--- config.mk ---
export PLATFORM = sky130hd
export DESIGN_NAME = double_unit_arbiter
export DESIGN_NICKNAME = d
export VERILOG_FILES = /design/src/rtl/double_unit_arbiter.sv
export SDC_FILE = /design/constraint.sdc
export NUM_CORES = 1
export LEC_CHECK = 0
export BUFFER_PORTS_ARGS = -buffer_cell sky130_fd_sc_hd__buf_2
export CORE_MARGIN = 5
export CORE_UTILIZATION = 45
export DETAILED_ROUTE_END_ITERATION = 10
export GPL_TIMING_DRIVEN = 0
export PLACE_DENSITY = 0.79
export SLEW_MARGIN = 30
export SYNTH_ARGS = -nofsm -noshare
export SYNTH_HDL_FRONTEND = slang
export SYNTH_SLANG_ARGS = --single-unit
--- constraint.sdc ---
create_clock -name clk -period 2.45 [get_ports clk]
set_input_delay 0.49 -clock clk [delete_from_list [all_inputs] [get_ports clk]]
set_output_delay 0.49 -clock clk [all_outputs]
set_load 0.005 [all_outputs]
--- src/rtl/double_unit_arbiter.sv ---
// Round-robin arbiter sharing one doubling datapath (out = in << 1) between NUM_REQ requesters.
// Define DOUBLE_UNIT_SATURATE_EN to clamp overflowing results to all ones instead of truncating.
module double_unit_arbiter #(
    parameter int unsigned NUM_REQ = 4,
    parameter int unsigned DATA_W  = 8,
    parameter int unsigned ID_W    = 2
) (
    input  logic                      clk,
    input  logic                      rst_n,
    input  logic [NUM_REQ-1:0]        req_valid,
    input  logic [NUM_REQ*DATA_W-1:0] req_data,
    output logic [NUM_REQ-1:0]        req_ready,
    output logic                      rsp_valid,
    output logic [ID_W-1:0]           rsp_id,
    output logic [DATA_W-1:0]         rsp_data,
    output logic                      rsp_ovf,
    input  logic                      rsp_ready
);

    typedef enum logic [0:0] {StIdle, StResp} state_t;

    state_t            state;
    logic [ID_W-1:0]   rr_ptr;
    logic [ID_W-1:0]   idx;
    logic [ID_W-1:0]   win;
    logic [ID_W-1:0]   next_ptr;
    logic              found;
    logic [DATA_W-1:0] win_data;
    logic [DATA_W-1:0] dbl_data;
    logic [DATA_W-1:0] ops [NUM_REQ];

    for (genvar i = 0; i < NUM_REQ; i++) begin : g_ops
        assign ops[i] = req_data[i*DATA_W +: DATA_W];
    end

    // First valid requester at or after rr_ptr, wrapping modulo NUM_REQ.
    always_comb begin
        found = 1'b0;
        win   = '0;
        idx   = '0;
        for (int unsigned k = 0; k < NUM_REQ; k++) begin
            idx = ID_W'((32'(rr_ptr) + k) % NUM_REQ);
            if (!found && req_valid[idx]) begin
                found = 1'b1;
                win   = idx;
            end
        end
    end

    assign win_data = ops[win];
    assign next_ptr = (win == ID_W'(NUM_REQ - 1)) ? '0 : win + 1'b1;

`ifdef DOUBLE_UNIT_SATURATE_EN
    assign dbl_data = win_data[DATA_W-1] ? '1 : {win_data[DATA_W-2:0], 1'b0};
`else
    assign dbl_data = {win_data[DATA_W-2:0], 1'b0};
`endif

    // Grant is combinational in IDLE; held low while reset is asserted.
    always_comb begin
        req_ready = '0;
        if (rst_n && state == StIdle && found) begin
            req_ready[win] = 1'b1;
        end
    end

    always_ff @(posedge clk or negedge rst_n) begin
        if (!rst_n) begin
            state     <= StIdle;
            rr_ptr    <= '0;
            rsp_valid <= 1'b0;
            rsp_id    <= '0;
            rsp_data  <= '0;
            rsp_ovf   <= 1'b0;
        end else begin
            case (state)
                StIdle: begin
                    if (found) begin
                        rsp_data  <= dbl_data;
                        rsp_ovf   <= win_data[DATA_W-1];
                        rsp_id    <= win;
                        rsp_valid <= 1'b1;
                        rr_ptr    <= next_ptr;
                        state     <= StResp;
                    end
                end
                StResp: begin
                    if (rsp_ready) begin
                        rsp_valid <= 1'b0;
                        state     <= StIdle;
                    end
                end
                default: state <= StIdle;
            endcase
        end
    end

endmodule
## Word-level counts from Yosys, hierarchy flattened

Cells that the tools add are included.

- Output and inout port bits: 16
- Bits in writable memories: 0
- Memories kept: 0
- Bits in read-only memories: 0
- Input port bits: 39
- Latch bits: 0
- Word-level logic and storage cells: 62
- Bits in registers: 14

- Reductions and logical operators: 11
- $mul: 0
- Bitwise logic cells: 2
- Div/mod/pow operators: 0
- Shift-type cells: 0
- Mux-type cells: 29
- Eq/ne operators: 3
- $add $sub $neg: 4
- $lt $le $gt $ge: 7

Operator list:

| operator | number |
|---|---|
| $bmux W8 S2 | 1 |
| $mux W8 | 2 |
| $lt A2 B3 Y1 const B | 5 |
| $mux W1 | 13 |
| $mux W2 | 5 |
| $bmux W1 S2 | 4 |
| $logic_and A1 B1 Y1 | 6 |
| $add A2 B1 Y2 const B | 2 |
| $add A2 B2 Y2 const B | 2 |
| $mux W4 | 1 |
| $ne A2 B2 Y1 const B | 2 |
| $pmux W1 S2 | 2 |
| $reduce_and A2 Y1 | 2 |
| $ge A3 B3 Y1 const B | 1 |
| $logic_not A1 Y1 | 3 |
| $not A2 Y3 | 1 |
| $demux W1 S2 | 1 |
| $eq A2 B2 Y1 const B | 1 |
| $ge A2 B1 Y1 const B | 1 |
| $not A1 Y1 | 1 |

## Logic depth before layout (Yosys ltp)

- Depth after elaboration: 17
- Depth in mapped cells: 8
- Gate-level depth less buffers: 6

## Least setup slack after synthesis

OpenSTA, ideal clock, no wires.

- Path type: flip-flop to output port
- From: register rr_ptr[1]
- To: output port req_ready[0]
- Buffers on the path: 2
- Arrival time: 1.617 ns
- Required time: 1.960 ns
- Cell stages (with the launch flop): 9
- Setup slack: 0.343 ns
- Path through: dfrtp_1 > clkbuf_4 > mux2i_1 > o2bb2ai_2 > nor2_4 > buf_8 > inv_1 > ha_1 > and3_1

- Cells in the longest elaborated chain, start to end: 17
- Elaborated cells between the ends (all ways): 32
- Classes of those cells: add/sub (3); order compare (2); mux (19); reduce/logical (8)

Ends and longest elaborated chain:

| element | line | RTL |
|---|---|---|
| start, declared | 23 | `logic [ID_W-1:0] rr_ptr;` |
| start signal, assigned | 83 | `rr_ptr <= next_ptr;` |
| branches (longest 11 deep; another with $add A2 B1 Y2) | -- |  |
| $mux W2 * | 43 | `if (!found && req_valid[idx]) begin` |
| named net win[0] | 25 | `logic [ID_W-1:0] win;` |
| $lt A2 B3 Y1 (not written as such) or $ge A2 B1 Y1 (tied branches) | 63 | `req_ready[win] = 1'b1;` |
| $logic_and A1 B1 Y1 (not written as such) | 63 |  |
| $mux W1 (not written as such) | 63 |  |
| $demux W1 S2 * | 63 |  |
| $mux W4 * | 62 | `if (rst_n && state == StIdle && found) begin` |
| end, declared | 12 | `output logic [NUM_REQ-1:0] req_ready,` |

Mark *: on every way through the listed nets, which the timed path passes. The select of a mux whose other input is x is not followed.

## Final worst setup path

- From: register rr_ptr[1]
- To: output port req_ready[2]

The elaborated chain is that of the path after synthesis.

==> out/summary.md <==
TritonCTS built the clock tree. The CTS buffer count is 3. The top cell type by total area after synthesis was sky130_fd_sc_hd__dfrtp_1. The layout has 216 filler cells.

Walking the worst path, the cells encountered are buf_6 > mux2i_2 > o2bb2ai_2 > nor2_4 > buf_8 > inv_2 > ha_1 > and3_1 > buf_2. The worst path in the final design needs a cycle of 2382 ps, including I/O delays and setup. The row count came out at 18. The fraction of registers with async set or reset after synthesis works out to 100.0%.

The floorplan step set the die height to 59.78 um. The first global-routing pass estimated 4.947 mm of wire. The worst setup path is captured at an output port.

Relative to the synthesized area, the layout overhead comes to 36.36%. The worst path required time is 1960 ps, and the total power per unit cell area is 801.0 nW/um^2. Distinct cell type count of the synthesized netlist: 29.

The number of maximum-capacitance violations was 0. The number of global-route vias before repair is 1167, and the share of the clock period used by the worst path is 97.22%. The run gives 221 as the final net count. For this run, the leading register cell type out of synthesis is sky130_fd_sc_hd__dfrtp_1. Each instance of the synthesized netlist takes up on average 9.694 sq um. Type of the worst setup path: flop to output port. The tools report the critical register-to-register path endpoint as rsp_data[5]. The run finished with clean final reports. Headroom to the max-slew limit came out at 63.86%. The net switching fraction of the power was 38.67%.

Sequential cells account for 30.9% of the total power. Across every metal layer, demand over resource in global routing totals 18.64%. The startpoint kind of the worst setup timing path is a flop.

The repair_antennas step left the layout with diodes totalling 0. The sum of routed wire length over all layers is 3.111 mm. The number of buffers and inverters on the critical path is 4. The number of I/O port buffers came out at 53. Sorting the synthesized cells by how often they occur yields sky130_fd_sc_hd__nand2_1 (18), sky130_fd_sc_hd__o211ai_1 (16), sky130_fd_sc_hd__dfrtp_1 (14), sky130_fd_sc_hd__mux2i_1 (13), sky130_fd_sc_hd__nor4b_1 (8). The global-route congestion overflow total was 0. Maximum net fanout on the critical path: 6. When the netlist entered floorplanning its net count stood at 158. The logs give 470.9 uW for the switching power and 1135 for the routed via count. For the worst setup path, the data arrival time is 1890 ps. The worst min-delay path class was primary input to async pin. The synthesized netlist occupies a cell area of 1115 sq um. The internal portion of total power is 746.8 uW, and the number of buffers on the longest clock path is 2. After routing, the total negative slack on setup checks comes to 0 ps. The I/O pin count is 55, and the synthesis-stage register bit count is 14. The run gives 31.43% as the sequential area share after synthesis.

Once detailed placement completed, the half-perimeter wirelength came to 2.387 mm. The max-slew violation total from the final report was 0; the x dimension of the die was 59.78 um. After layout, the design draws a total of 1218 uW. The count of nets left with antenna violations once routing finished came out at 0. The number of hold violations in the final report is 0, and the count of flip-flops with a built-in enable after synthesis is 0. Area share of the largest cell type after synthesis: 31.43%. The die area was 3573 sq um. Routability-driven placement finished with a final weighted congestion of 0.7418. The relative contribution of the clock network to total power came out at 14.1%. The cell class contributing the biggest share of worst-path delay was buffers and inverters. The clock arrives with 8.852 ps of skew.

Measured in cells, the most critical reg-to-reg path has a length of 8. On the worst path, the slowest cell contributes a delay of 380 ps. In the final routed layout, each cell accounts on average for 15.03 um.

The number of levels the H-tree was split into was 1. The part of the total power dissipated in combinational logic is 55.0%. IR analysis of the VDD net gives a maximum drop of 0.4884 mV. At the pin with the least slew margin, the transition time is 541.5 ps. Entering global routing, the biggest net connects 19 pins. The gate count of the mapped netlist is 115, and the detailed router's first-iteration violation count is 33.

For the standard cell core area, the log shows 2432 sq um. The cell leakage power came out at 0.0007526 uW. Setup repair after global routing left no endpoint under its margin. The slowest stage of the critical path belongs to the cell sky130_fd_sc_hd__dfrtp_1. The fraction of layout instances using a drive strength above 1 was 49.15%. Setup violations remaining at the end of the flow were counted as 0.

The clock insertion delay at the later pin of the skew report was 290 ps; the via count normalized by instance count was 5.483. By area the synthesized netlist is led by sky130_fd_sc_hd__dfrtp_1 (31%), sky130_fd_sc_hd__mux2i_1 (12%), sky130_fd_sc_hd__o211ai_1 (11%), sky130_fd_sc_hd__nor4b_1 (6.3%), sky130_fd_sc_hd__nand2_1 (6.1%). During synthesis, Yosys emitted a total of 0 warnings.

After clock tree synthesis, the clock-pin slew on the worst setup and hold paths is 90 ps. The tools report the internal reg-to-reg setup slack as 640 ps. The tools report the launch point of the worst reg-to-reg path as rr_ptr[1]. The tools report the final routed DRC violation total as 0.

Most frequent cell after synthesis: sky130_fd_sc_hd__nand2_1. The run gives 0 as the number of antenna violations at the first check in global routing. The tree is rooted in a sky130_fd_sc_hd__clkbuf_4. For this run, the top clock speed supported by timing is 0.4199 GHz. The first-pass detailed-route iteration total is 4, and the number of sinks handled by clock tree synthesis is 14. Once the floorplan was initialized, standard cells occupied 45.83% of the core.
## through the flow
step | util, % | instance area [sq um] | worst slack [ps] | hold WS [ps] | instances
after floorplan | - | 1115 | 343.1 | 194.4 | 115
after global placement | 58.28 | 1418 | 72.77 | 421.9 | 198
after detailed placement | 58.28 | 1418 | 17.08 | 424.3 | 198
after CTS | 60.80 | 1479 | 33.32 | 104.2 | 205
after global routing | 62.50 | 1520 | 1.895 | 124.8 | 207
final | 62.50 | 1520 | 68.20 | 97.82 | 207
## power by group through the flow
stage               Combinational (uW)  Sequential [uW]  Clock, uW
finish                             669              376        172
global route                       741              388        181
CTS                                622              372        174
detailed placement                 589              376          0
global placement                   567              369          0
floorplan                          392              378          0
## worst reg2reg max path, stage by stage (launching register included)
cell and delay, ps:
sky130_fd_sc_hd__dfrtp_1 380, sky130_fd_sc_hd__buf_6 140, sky130_fd_sc_hd__mux2i_2 150, sky130_fd_sc_hd__o2bb2ai_2 150
sky130_fd_sc_hd__nor2_4 170, sky130_fd_sc_hd__buf_4 130, sky130_fd_sc_hd__buf_4 170, sky130_fd_sc_hd__mux2_2 350
sky130_fd_sc_hd__o211ai_1 90
## worst max-delay path by stage
stage                            start      endpoint  slack, ps  cells after the start
after detailed placement  req_valid[1]  req_ready[1]         20                      8
after CTS                    rr_ptr[1]  req_ready[2]         30                      9
after global routing         rr_ptr[1]  req_ready[2]          2                      9
after global placement    req_valid[3]  req_ready[2]         70                      9
final                        rr_ptr[1]  req_ready[2]         70                      9
after floorplan              rr_ptr[1]  req_ready[0]        340                      8
## kinds of logic after synthesis
logic type / share of synthesized area, %
multiplexers: 15.71
adder cells (fa/ha/maj): 4.490
AO/OA/AOI/OAI: 19.08
other: 0.3364
buffers and inverters: 6.060
AND/OR/NAND/NOR: 22.90
flip-flops: 31.43
## state kept, by name (all words and copies together) (netlist names)
register / count
rsp_data: 7
rr_ptr: 2
rsp_ovf: 1
rsp_valid: 1
rsp_id: 2
state: 1
## layout by cell type, fill, tap and decap left out, types with 2 or more instances in the layout
master / n
sky130_fd_sc_hd__nand2b_1: 2
sky130_fd_sc_hd__o211ai_1: 16
sky130_fd_sc_hd__nor2_4: 2
sky130_fd_sc_hd__a21oi_1: 3
sky130_fd_sc_hd__and3_1: 4
sky130_fd_sc_hd__nor4b_1: 8
sky130_fd_sc_hd__nand2b_4: 2
sky130_fd_sc_hd__nand2_1: 18
sky130_fd_sc_hd__nor2_1: 5
sky130_fd_sc_hd__mux2i_1: 12
sky130_fd_sc_hd__ha_1: 3
sky130_fd_sc_hd__clkbuf_4: 3
sky130_fd_sc_hd__dfrtp_1: 13
sky130_fd_sc_hd__buf_2: 56
sky130_fd_sc_hd__mux2_2: 4
sky130_fd_sc_hd__buf_4: 6
sky130_fd_sc_hd__buf_6: 2
## cell type report
cell class	instances	area, sq um	area share (%)
Sequential cell	14	351.6	23.13
Multi-Input combinational cell	91	720.7	47.41
Timing Repair Buffer	58	302.8	19.92
Clock buffer	4	36.28	2.387
Inverter	2	7.507	0.4938
Buffer	8	63.81	4.198
Tap cell	30	37.54	2.469
## what timing repair did
action,in CTS,in global routing
pin swaps,2,2
resized for setup,1,9
setup endpoints to repair,4,4
hold buffers,0,0
setup buffers,3,2
## metal layers
metal	vias to the layer above	track usage, %	part of all wire, %
met2	44	32.10	53
met3	6	2.592	6.7
met5	-	0	0
met1	537	22.76	39
met4	0	8.544	1.4
li1	548	-	-
Power figures use the tool's default switching activity.
